$ cat config.mk
export PLATFORM = sky130hd
export DESIGN_NAME = stopwatch_core
export DESIGN_NICKNAME = d
export VERILOG_FILES = /design/src/rtl/stopwatch_pkg.sv /design/src/rtl/bcd_digit.sv /design/src/rtl/stopwatch_core.sv
export SDC_FILE = /design/constraint.sdc
export NUM_CORES = 1
export LEC_CHECK = 0
export ABC_CLOCK_PERIOD_IN_PS = 2600
export CORE_ASPECT_RATIO = 0.9
export CORE_UTILIZATION = 35
export CTS_CLUSTER_DIAMETER = 100
export DETAILED_ROUTE_END_ITERATION = 7
export SLEW_MARGIN = 5
export SYNTH_ARGS = -nofsm -noshare
export SYNTH_HDL_FRONTEND = slang
export SYNTH_SLANG_ARGS = --single-unit
$ cat constraint.sdc
create_clock -name clk -period 2.6 [get_ports clk]
set_input_delay 0.78 -clock clk [delete_from_list [all_inputs] [get_ports clk]]
set_output_delay 0.78 -clock clk [all_outputs]
set_load 0.005 [all_outputs]
$ cat src/rtl/stopwatch_pkg.sv
`default_nettype none
// ============================================================================
//  Module      : stopwatch_pkg
//  Description : Shared types and digit limits for the stopwatch core.
//                state_t    - control state machine encoding
//                *_MAX      - highest legal value of each BCD digit
//  Revision    : 1.0 - initial release
// ============================================================================
package stopwatch_pkg;

    typedef enum logic [1:0] {
        IDLE  = 2'd0,
        RUN   = 2'd1,
        PAUSE = 2'd2
    } state_t;

    localparam int unsigned HUND_MAX = 9;   // hundredths units and tens
    localparam int unsigned SECO_MAX = 9;   // seconds units
    localparam int unsigned SECT_MAX = 5;   // seconds tens
    localparam int unsigned MIN_MAX  = 9;   // minutes

endpackage
`default_nettype wire

$ cat src/rtl/bcd_digit.sv
`default_nettype none
// ============================================================================
//  Module      : bcd_digit
//  Description : One BCD counter digit of the stopwatch carry chain.
//                Counts 0..MAX, wrapping to 0 when enabled at MAX.
//  Ports       : clk  - system clock
//                rst  - asynchronous active-high reset
//                en   - advance by one this cycle
//                clr  - synchronous zero (dominates en)
//                q    - registered digit value
//                wrap - combinational: en while q == MAX (carry out)
//  Revision    : 1.0 - initial release
// ============================================================================
module bcd_digit
    import stopwatch_pkg::*;
#(
    parameter int unsigned MAX = HUND_MAX
) (
    input  logic       clk,
    input  logic       rst,
    input  logic       en,
    input  logic       clr,
    output logic [3:0] q,
    output logic       wrap
);

    localparam logic [3:0] c_max = 4'(MAX);

    logic [3:0] r_q;
    logic       w_at_max;

    assign w_at_max = (r_q == c_max);

    always_ff @(posedge clk or posedge rst) begin
        if (rst) begin
            r_q <= 4'd0;
        end else if (clr) begin
            r_q <= 4'd0;
        end else if (en) begin
            r_q <= w_at_max ? 4'd0 : r_q + 4'd1;
        end
    end

    assign q    = r_q;
    assign wrap = en & w_at_max;

endmodule
`default_nettype wire

$ cat src/rtl/stopwatch_core.sv
`default_nettype none
// ============================================================================
//  Module      : stopwatch_core
//  Description : BCD elapsed-time counter M:SS.HH (max 9:59.99) advanced by a
//                1/100 s strobe and gated by a start/stop/clear state machine.
//  Ports       : clk       - system clock
//                rst       - asynchronous active-high reset
//                tick      - one-cycle 1/100 s strobe
//                strt_stp  - one-cycle start/stop pulse
//                clr       - one-cycle clear pulse (honoured in IDLE/PAUSE)
//                hund_ones, hund_tens, sec_ones, sec_tens, mins - BCD digits
//                running   - state is RUN
//                ovf       - sticky wrap-from-9:59.99 flag
//  Revision    : 1.0 - initial release
// ============================================================================
module stopwatch_core
    import stopwatch_pkg::*;
(
    input  logic       clk,
    input  logic       rst,
    input  logic       tick,
    input  logic       strt_stp,
    input  logic       clr,
    output logic [3:0] hund_ones,
    output logic [3:0] hund_tens,
    output logic [3:0] sec_ones,
    output logic [3:0] sec_tens,
    output logic [3:0] mins,
    output logic       running,
    output logic       ovf
);

    state_t r_state;
    state_t w_state_nxt;
    logic   w_clr_acc;      // clear accepted: only outside RUN
    logic   w_count_en;
    logic   w_wrap_ho;
    logic   w_wrap_ht;
    logic   w_wrap_so;
    logic   w_wrap_st;
    logic   w_wrap_min;     // whole count wraps from 9:59.99
    logic   r_ovf;

    // ------------------------------------------------------------------
    // Control state machine
    // ------------------------------------------------------------------
    always_ff @(posedge clk or posedge rst) begin
        if (rst) begin
            r_state <= IDLE;
        end else begin
            r_state <= w_state_nxt;
        end
    end

    // clr outranks strt_stp in IDLE/PAUSE; in RUN clr is ignored so a
    // coincident strt_stp still pauses.
    always_comb begin
        w_state_nxt = r_state;
        w_clr_acc   = 1'b0;
        case (r_state)
            IDLE: begin
                if (clr) begin
                    w_clr_acc = 1'b1;
                end else if (strt_stp) begin
                    w_state_nxt = RUN;
                end
            end
            RUN: begin
                if (strt_stp) begin
                    w_state_nxt = PAUSE;
                end
            end
            PAUSE: begin
                if (clr) begin
                    w_clr_acc   = 1'b1;
                    w_state_nxt = IDLE;
                end else if (strt_stp) begin
                    w_state_nxt = RUN;
                end
            end
            default: begin
                w_state_nxt = IDLE;
            end
        endcase
    end

    // Gated by the registered state, so a tick in the cycle that starts
    // the watch is dropped and one in the cycle that stops it is kept.
    assign w_count_en = tick & (r_state == RUN);

    // ------------------------------------------------------------------
    // Carry chain: each digit's wrap enables the next digit up
    // ------------------------------------------------------------------
    bcd_digit #(.MAX(HUND_MAX)) u_hund_ones (
        .clk (clk), .rst (rst), .en (w_count_en), .clr (w_clr_acc),
        .q   (hund_ones), .wrap (w_wrap_ho)
    );

    bcd_digit #(.MAX(HUND_MAX)) u_hund_tens (
        .clk (clk), .rst (rst), .en (w_wrap_ho), .clr (w_clr_acc),
        .q   (hund_tens), .wrap (w_wrap_ht)
    );

    bcd_digit #(.MAX(SECO_MAX)) u_sec_ones (
        .clk (clk), .rst (rst), .en (w_wrap_ht), .clr (w_clr_acc),
        .q   (sec_ones), .wrap (w_wrap_so)
    );

    bcd_digit #(.MAX(SECT_MAX)) u_sec_tens (
        .clk (clk), .rst (rst), .en (w_wrap_so), .clr (w_clr_acc),
        .q   (sec_tens), .wrap (w_wrap_st)
    );

    bcd_digit #(.MAX(MIN_MAX)) u_mins (
        .clk (clk), .rst (rst), .en (w_wrap_st), .clr (w_clr_acc),
        .q   (mins), .wrap (w_wrap_min)
    );

    // ------------------------------------------------------------------
    // Sticky overflow
    // ------------------------------------------------------------------
    always_ff @(posedge clk or posedge rst) begin
        if (rst) begin
            r_ovf <= 1'b0;
        end else if (w_clr_acc) begin
            r_ovf <= 1'b0;
        end else if (w_wrap_min) begin
            r_ovf <= 1'b1;
        end
    end

    assign ovf     = r_ovf;
    assign running = (r_state == RUN);

endmodule
`default_nettype wire

==> metrics, run 1 <==
status=completed; Final Critical Period=2250 ps; setup fix buffers added after clock tree synthesis=0; vias per inst=5.27; Root Driver=sky130_fd_sc_hd__clkbuf_8; placed cell areas=1630 um2; number of distinct library cells after synthesis=34; routability cong.=0.768; WP data required=2780 ps; path class of the lowest-slack min-delay path=reg -> reg; GRT overflow=0; xor and xnor area share after synthesis=0.0131; clock latency reported for the late side of the worst-skew pair=270 ps; count of TritonRoute iterations in the first routing pass=4; post-route clock skew=14.3 ps; design area=1670 um2; estimated wirelength of the detail-placed design=1.99 mm; top area cells in the synthesized netlist=sky130_fd_sc_hd__dfrtp_1 43%, sky130_fd_sc_hd__ha_1 9.4%, sky130_fd_sc_hd__a21oi_1 5.2%, sky130_fd_sc_hd__nand2_1 3.7%, sky130_fd_sc_hd__o21ai_0 3.0%; maximum number of pins on one net before global-route repair=24; floorplan die width=67.1 um; transition time of the tightest slew-check pin=335 ps; initial core utilization=0.381; post-detailed-route wirelength per cell=13.2 um; Post-Synthesis Cells=138; Layout Area Growth over Synthesis=25.3%; Max Root-Sink Buffers=2; sequential area share after synthesis=0.431; Compound-Gate Fraction of Synth Area=0.135; H-tree depth=1; Core Region=3500 um2; total count of max-transition violations in the final report=0; power per unit of standard cell area=419 nW/um2; via total after detailed routing=1102; count of routing violations after the opening detailed-route iteration=38; Max-Cap Viols=0; Worst setup EP type=flop; global-route total usage across every layer=0.158; list of cells traversed by the critical path=clkdlybuf4s50_1 -> and3b_1 -> nand4_4 -> or4_1 -> a21oi_1; number of diodes=0; die area=4070 um2; syn nets=153; synthesized-area fraction occupied by adder cells=0.0936; endpoints failing hold=0; fraction of synthesized cell area taken by the top area cell type=0.431; Fmax=444 MHz; worst-path maximum fanout=15; number of stages on the worst hold path=2; total of warnings raised by yosys=0; synthesized cell area=1340 um2; total clock buffers created by CTS=3; worst r2r path cells=6; CTS Hold Bufs=0; Layout fillers=323; worst max-slew margin expressed relative to the limit=0.777; cell type with the highest aggregate area in the netlist=sky130_fd_sc_hd__dfrtp_1; layout cell share with drive strength beyond 1=0.0727; number of rows in the core area=20; fraction of synthesized area in multiplexers=0.0159; Die Ht=60.6 um; cts repair resizes=0; Post-DRT Antenna Nets=0; Worst Setup Path Type=in -> reg; number of input and output port buffers inserted=26; #FFs+latches synth=23; kind of start point of the critical path=input pin; Final Setup Violations=0; setup TNS=0 ps; clock slew at reported path FFs=90 ps; clock sink count=23; synthesized area per cell=9.68 um2; Remaining DRCs=0; master of the slowest instance on the critical path=sky130_fd_sc_hd__or4_1; share of the clock period used by the worst path after layout=0.867; RSZ-0062 raised after global routing=no; number of nets at the end of the flow=181; CTS tree=yes; wire length of the first global-routing pass=4.87 mm; dominant combinational cell family by area after synthesis=simple AND/OR/NAND/NOR gates; peak per-stage delay on the critical path=550 ps; Simple-Gate Fraction of Synth Area=0.260; worst-case vdd ir drop=0.000315 V; vias in the first global route=1068; Leak Pwr=0.000721 uW; initial antenna violation count=0; I/O pin count=27; Routed Wire Length=2.76 mm; worst path arrival time=2440 ps
==> cell usage after synthesis, drive strengths merged <==
cell    instances
nand4           1
nor4            1
buf             4
nor3b           2
and2b           1
and4            1
o31ai           3
nor2            8
nand2b          1
nand3           6
a31oi           1
xnor2           2
nand2          13
or3             3
o21ai           9
nand3b          3
ha             10
mux2            1
a21oi          14
nor2b           2
inv             6
and3b           6
or4             5
o32ai           2
mux2i           1
a32o            1
nor3            3
and3            2
clkbuf          2
dfrtp          23
a31o            1
==> path summary, 6_finish.rpt <==
kind	slack [ps]	to	from
worst max-delay path	350	u_mins.q[1]	tick
worst min-delay path	530	ovf	ovf
worst max register to register	580	u_mins.q[1]	u_hund_ones.q[1]
worst min register to register	530	ovf	ovf
max in group asynchronous	1510	u_hund_ones.q[0]	rst
min in group asynchronous	840	u_hund_tens.q[1]	rst
==> critical path: cells and delay by family <==
family	cells	cell delay [ps]
AND/OR/NAND/NOR	3	1020
AO/OA/AOI/OAI	1	160
buffers and inverters	1	480
==> through the flow <==
stage / hold slack, ps / utilization / total power (uW) / setup slack [ps] / instances
after floorplan: 486 / - / 442 / 744 / 138
after global placement: 509 / 0.465 / 482 / 133 / 205
after detailed placement: 505 / 0.465 / 486 / 96.6 / 205
after CTS: 526 / 0.478 / 711 / 347 / 209
after global routing: 569 / 0.478 / 739 / 225 / 209
final: 529 / 0.478 / 702 / 347 / 209
==> power breakdown <==
| group | leakage, uW | switching (uW) | internal (uW) |
|---|---|---|---|
| combinational | 0.000377 | 49.6 | 45.6 |
| sequential | 0.000319 | 13.7 | 368 |
| clock | 0.0000255 | 117 | 107 |
==> layout by cell type, fill, tap and decap left out, drive strengths merged, types with 6 or more instances in the layout <==
cell	n
and3b	6
inv	6
nor2	8
clkdlybuf4s50	26
ha	10
nand2	13
o21ai	9
dfrtp	23
a21oi	14
nand3	6
==> area by class of cell <==
class / instances / area (um2) / area share
clock inverters: 1 / 5.00 / 0.00299
repair buffers: 29 / 283 / 0.169
multi-input cells: 103 / 692 / 0.413
inverters: 6 / 22.5 / 0.0135
well taps: 44 / 55.1 / 0.0329
clock buffers: 3 / 41.3 / 0.0247
flip-flops and latches: 23 / 576 / 0.344
==> flip-flops by register name, summed over array words and instances (netlist names) <==
name,flops
u_sec_tens.q,4
u_sec_ones.q,4
u_hund_tens.q,4
u_hund_ones.q,4
u_mins.q,4
r_state,2
ovf,1
==> per-layer routing <==
metal  vias up  track usage  wire (um)
li1        553            -          -
met1       515        0.224       1440
met2        30        0.250       1190
met3         4       0.0338        113
met4         0       0.0334         22
met5         -            0          0
==> logic make-up (layout without fill, tap and decap cells) <==
logic type / Yosys count / count (layout)
simple gates: 58 / 58
compound gates: 31 / 31
flops: 23 / 23
buf+inv: 12 / 39
fa+ha+maj: 10 / 10
xor+xnor: 2 / 2
mux: 2 / 2
No activity file was read; power rests on OpenSTA's default activity.
==> inputs of run 2 (changes only) <==
--- a/config.mk
+++ b/config.mk
@@ -5,11 +5,11 @@
 export SDC_FILE = /design/constraint.sdc
 export NUM_CORES = 1
 export LEC_CHECK = 0
-export ABC_CLOCK_PERIOD_IN_PS = 2600
 export CORE_ASPECT_RATIO = 0.9
 export CORE_UTILIZATION = 35
 export CTS_CLUSTER_DIAMETER = 100
 export DETAILED_ROUTE_END_ITERATION = 7
+export DONT_BUFFER_PORTS = 1
 export SLEW_MARGIN = 5
 export SYNTH_ARGS = -nofsm -noshare
 export SYNTH_HDL_FRONTEND = slang
==> metrics, run 2 (synthesis gave the netlist of run 1 again) <==
status=completed; H-tree depth=1; Post-DRT Antenna Nets=0; Max Root-Sink Buffers=2; layout cell share with drive strength beyond 1=0.0725; total clock buffers created by CTS=3; worst max-slew margin expressed relative to the limit=0.775; GRT overflow=0; I/O pin count=27; via total after detailed routing=1051; number of input and output port buffers inserted=0; Layout Area Growth over Synthesis=5.15%; number of rows in the core area=20; share of the clock period used by the worst path after layout=0.795; die area=4070 um2; Worst Hold Margin=439 ps; placed cell areas=1360 um2; Leak Pwr=0.000623 uW; kind of start point of the critical path=flop; Remaining DRCs=0; most common library cell in the layout ignoring fill and taps=sky130_fd_sc_hd__dfrtp_1; post-route clock skew=1.99 ps; WP data required=2800 ps; transition time of the tightest slew-check pin=337 ps; endpoints failing hold=0; Final Critical Period=2070 ps; clock sink count=23; vias in the first global route=1017; Core Region=3500 um2; initial core utilization=0.381; count of TritonRoute iterations in the first routing pass=4; setup TNS=0 ps; path class of the lowest-slack min-delay path=in -> async; gate family responsible for the most delay along the worst path=simple AND/OR/NAND/NOR gates; initial antenna violation count=0; setup fix buffers added after clock tree synthesis=0; number of nets at the end of the flow=154; crit path buf inv count=1; floorplan die width=67.1 um; global-route total usage across every layer=0.160; worst r2r src=u_hund_ones.q[1]; Layout fillers=359; Worst setup EP type=flop; Fmax=484 MHz; RSZ-0062 raised after global routing=no; worst-case vdd ir drop=0.000317 V; Worst Setup Path Type=reg -> reg; list of cells traversed by the critical path=inv_1 -> ha_1 -> and3b_1 -> nand4_4 -> or4_1 -> a21oi_1; post-detailed-route wirelength per cell=15.9 um; Root Driver=sky130_fd_sc_hd__clkbuf_8; Routed Wire Length=2.89 mm; design area=1410 um2; wire length of the first global-routing pass=4.82 mm; clock latency reported for the late side of the worst-skew pair=270 ps; Die Ht=60.6 um; peak per-stage delay on the critical path=550 ps; maximum number of pins on one net before global-route repair=24; CTS tree=yes; count of routing violations after the opening detailed-route iteration=52; cts repair resizes=0; vias per inst=5.77; estimated wirelength of the detail-placed design=2.06 mm; Max-Cap Viols=0; power per unit of standard cell area=486 nW/um2; worst path arrival time=2260 ps; timing startpoint of the critical path=u_hund_ones.q[1]; master of the slowest instance on the critical path=sky130_fd_sc_hd__or4_1; routability cong.=0.704; total count of max-transition violations in the final report=0; worst-path maximum fanout=15; CTS Hold Bufs=0; most frequent cells in the layout=23 x sky130_fd_sc_hd__dfrtp_1, 14 x sky130_fd_sc_hd__a21oi_1, 13 x sky130_fd_sc_hd__nand2_1, 10 x sky130_fd_sc_hd__ha_1; Final Setup Violations=0; clock slew at reported path FFs=90 ps; number of diodes=0
[run 2: routing by layer]
layer / GRT usage / part of all wire / up-vias
met4: 0.0426 / 0.0073 / 0
met5: 0 / 0 / -
met3: 0.0583 / 0.078 / 2
met1: 0.196 / 0.43 / 519
li1: - / - / 498
met2: 0.266 / 0.48 / 32
[run 2: report_power, final]
group / internal (uW) / switching (uW)
Clock: 110 / 121
Sequential: 368 / 15.8
Combinational: 24.0 / 44.7
[run 2: cell type report]
cell class	count	area [um2]	area share
repair buffers	2	15.0	0.0107
clock buffers	4	45.0	0.0321
well taps	44	55.1	0.0392
inverters	6	22.5	0.0160
flip-flops and latches	23	576	0.410
multi-input cells	103	692	0.492
[run 2: per-stage QoR]
stage                     power (uW)  utilization  setup WS (ps)  std cells
after floorplan                  442            -            744        138
after global placement           456        0.388            512        178
after detailed placement         461        0.388            445        178
after CTS                        694        0.401            540        182
after global routing             717        0.401            356        182
final                            683        0.401            533        182
[run 2: worst register-to-register path: stages (launching register included)]
cell,delay (ps)
sky130_fd_sc_hd__dfrtp_1,430
sky130_fd_sc_hd__inv_1,100
sky130_fd_sc_hd__ha_1,160
sky130_fd_sc_hd__and3b_1,340
sky130_fd_sc_hd__nand4_4,250
sky130_fd_sc_hd__or4_1,550
sky130_fd_sc_hd__a21oi_1,160
[run 2: worst paths after layout]
check | endpoint | cells after the start | slack [ps]
worst max-delay path | u_mins.q[0] | 6 | 530
worst min-delay path | u_mins.q[2] | 2 | 440
worst max register to register | u_mins.q[0] | 6 | 530
worst min register to register | ovf | 2 | 550
max in group asynchronous | u_hund_ones.q[0] | 2 | 1930
min in group clk | ovf | 2 | 550
==> inputs of run 3 (changes only) <==
==> constraint.sdc (replaced) <==
create_clock -name clk -period 2.05 [get_ports clk]
set_input_delay 0.615 -clock clk [delete_from_list [all_inputs] [get_ports clk]]
set_output_delay 0.615 -clock clk [all_outputs]
set_load 0.005 [all_outputs]
==> metrics, run 3 (synthesis gave the netlist of run 1 again) <==
Routed Wire Length=2.89 mm; Layout fillers=359; worst reg-to-reg setup slack=140 ps; routability cong.=0.709; met3 Resource Use GR=0.0526; Root Driver=sky130_fd_sc_hd__clkbuf_8; worst max-slew margin expressed relative to the limit=0.776; CTS tree=yes; post-route clock skew=1.27 ps; worst-case vdd ir drop=0.000364 V; worst-path maximum fanout=13; crit path buf inv count=1; global-route total usage across every layer=0.157; share of the clock period used by the worst path after layout=0.930; internal power summed over all cells=643 uW; number of rows in the core area=20; routing layer with the top usage in global route=met2; vias per inst=5.57; Layout Area Growth over Synthesis=9.08%; design area=1460 um2; I/O pin count=27; Fmax=524 MHz; gate family responsible for the most delay along the worst path=simple AND/OR/NAND/NOR gates; count of TritonRoute iterations in the first routing pass=4; total count of max-transition violations in the final report=0; peak per-stage delay on the critical path=540 ps; clock slew at reported path FFs=80 ps; post-detailed-route wirelength per cell=15.3 um; WP data required=2240 ps; clock sink count=23; Final Critical Period=1910 ps; maximum number of pins on one net before global-route repair=24; placed cell areas=1400 um2; worst r2r src=u_hund_tens.q[1]; met1 Track Usage GR=0.202; die area=4070 um2; initial core utilization=0.381; count of routing violations after the opening detailed-route iteration=45; vias in the first global route=1011; Remaining DRCs=0; number of diodes=0; RSZ-0062 raised after global routing=no; most common library cell in the layout ignoring fill and taps=sky130_fd_sc_hd__dfrtp_1; kind of start point of the critical path=flop; fraction of power consumed by sequential logic=0.558; CP Depth=6; Max-Cap Viols=0; number of nets at the end of the flow=161; transition time of the tightest slew-check pin=336 ps; met2 global-route usage=0.259; floorplan die width=67.1 um; proportion of power drawn by the clock network=0.323; GRT overflow=0; wire length of the first global-routing pass=4.82 mm; estimated wirelength of the detail-placed design=2.11 mm; Max Root-Sink Buffers=2; via total after detailed routing=1052; area used by multi-input combinational logic=692 um2; number of input and output port buffers inserted=0; status=completed; Final Setup Violations=0; layout cell share with drive strength beyond 1=0.117; Worst setup EP type=flop; switching power total=221 uW; setup TNS=0 ps; power per unit of standard cell area=593 nW/um2; cts repair resizes=0; H-tree depth=1; Worst Setup Path Type=reg -> reg; Post-DRT Antenna Nets=0; Core Region=3500 um2; master of the slowest instance on the critical path=sky130_fd_sc_hd__or4_1; worst r2r path cells=6; total clock buffers created by CTS=3; Die Ht=60.6 um; reg-to-reg endpoint=u_mins.q[3]; endpoints failing hold=0; clock latency reported for the late side of the worst-skew pair=260 ps; Leak Pwr=0.000660 uW; list of cells traversed by the critical path=inv_1 -> ha_1 -> and3b_2 -> nand4_4 -> or4_1 -> a21oi_1; switching share of power=0.256; worst path arrival time=2090 ps; share of power burned in combinational logic=0.119; combined flip-flop and latch cell area=576 um2; most frequent cells in the layout=23 x sky130_fd_sc_hd__dfrtp_1, 14 x sky130_fd_sc_hd__a21oi_1, 13 x sky130_fd_sc_hd__nand2_1, 10 x sky130_fd_sc_hd__ha_1, 9 x sky130_fd_sc_hd__buf_4; initial antenna violation count=0; path class of the lowest-slack min-delay path=in -> async
run 3: cell types whose count changed in the layout (fill, tap and decap cells not counted):
cell,delta
sky130_fd_sc_hd__buf_4,+7
run 3: area by class of cell:
type,count,share of cell area
Multi-Input combinational cell,103,0.475
Sequential cell,23,0.395
Timing Repair Buffer,9,0.0464
Tap cell,44,0.0378
Clock buffer,4,0.0309
Inverter,6,0.0155
run 3: worst reg2reg max path, cell delays in order (launching register included):
cell	delay [ps]
sky130_fd_sc_hd__dfrtp_1	440
sky130_fd_sc_hd__inv_1	80
sky130_fd_sc_hd__ha_1	160
sky130_fd_sc_hd__and3b_2	280
sky130_fd_sc_hd__nand4_4	180
sky130_fd_sc_hd__or4_1	540
sky130_fd_sc_hd__a21oi_1	160
run 3: power groups by stage:
stage / registers [uW] / clock network [uW] / logic, uW
6_report: 482 / 279 / 103
5_1_grt: 485 / 315 / 114
4_1_cts: 482 / 293 / 104
3_5_place_dp: 491 / 0 / 104
3_3_place_gp: 489 / 0 / 99.4
2_1_floorplan: 491 / 0 / 69.9
run 3: layer usage:
layer / up-vias / share of wire
li1: 515 / -
met1: 505 / 0.45
met2: 30 / 0.48
met3: 2 / 0.066
met4: 0 / 0.0059
met5: - / 0
run 3: what timing repair did:
action                     4_1_cts  5_1_grt
hold buffers                     0        0
setup endpoints to repair        0        5
buffers inserted                 0        2
run 3: metrics by stage:
stage	hold slack [ps]	cells	total power (uW)	utilization	worst slack, ps
detailed placement	518	183	595	0.399	139
global placement	518	183	588	0.399	203
CTS	285	187	879	0.412	112
floorplan	486	138	561	-	346
global route	289	189	913	0.416	15.7
finish	277	189	864	0.416	143
run 3: worst max-delay path by stage:
stage | start | endpoint | slack [ps]
after floorplan | u_hund_ones.q[1] | u_mins.q[2] | 350
after CTS | u_hund_tens.q[1] | u_mins.q[3] | 110
after detailed placement | u_hund_tens.q[1] | u_mins.q[0] | 140
after global routing | u_hund_tens.q[1] | u_mins.q[0] | 20
final | u_hund_tens.q[1] | u_mins.q[3] | 140
after global placement | u_hund_tens.q[1] | u_mins.q[1] | 200
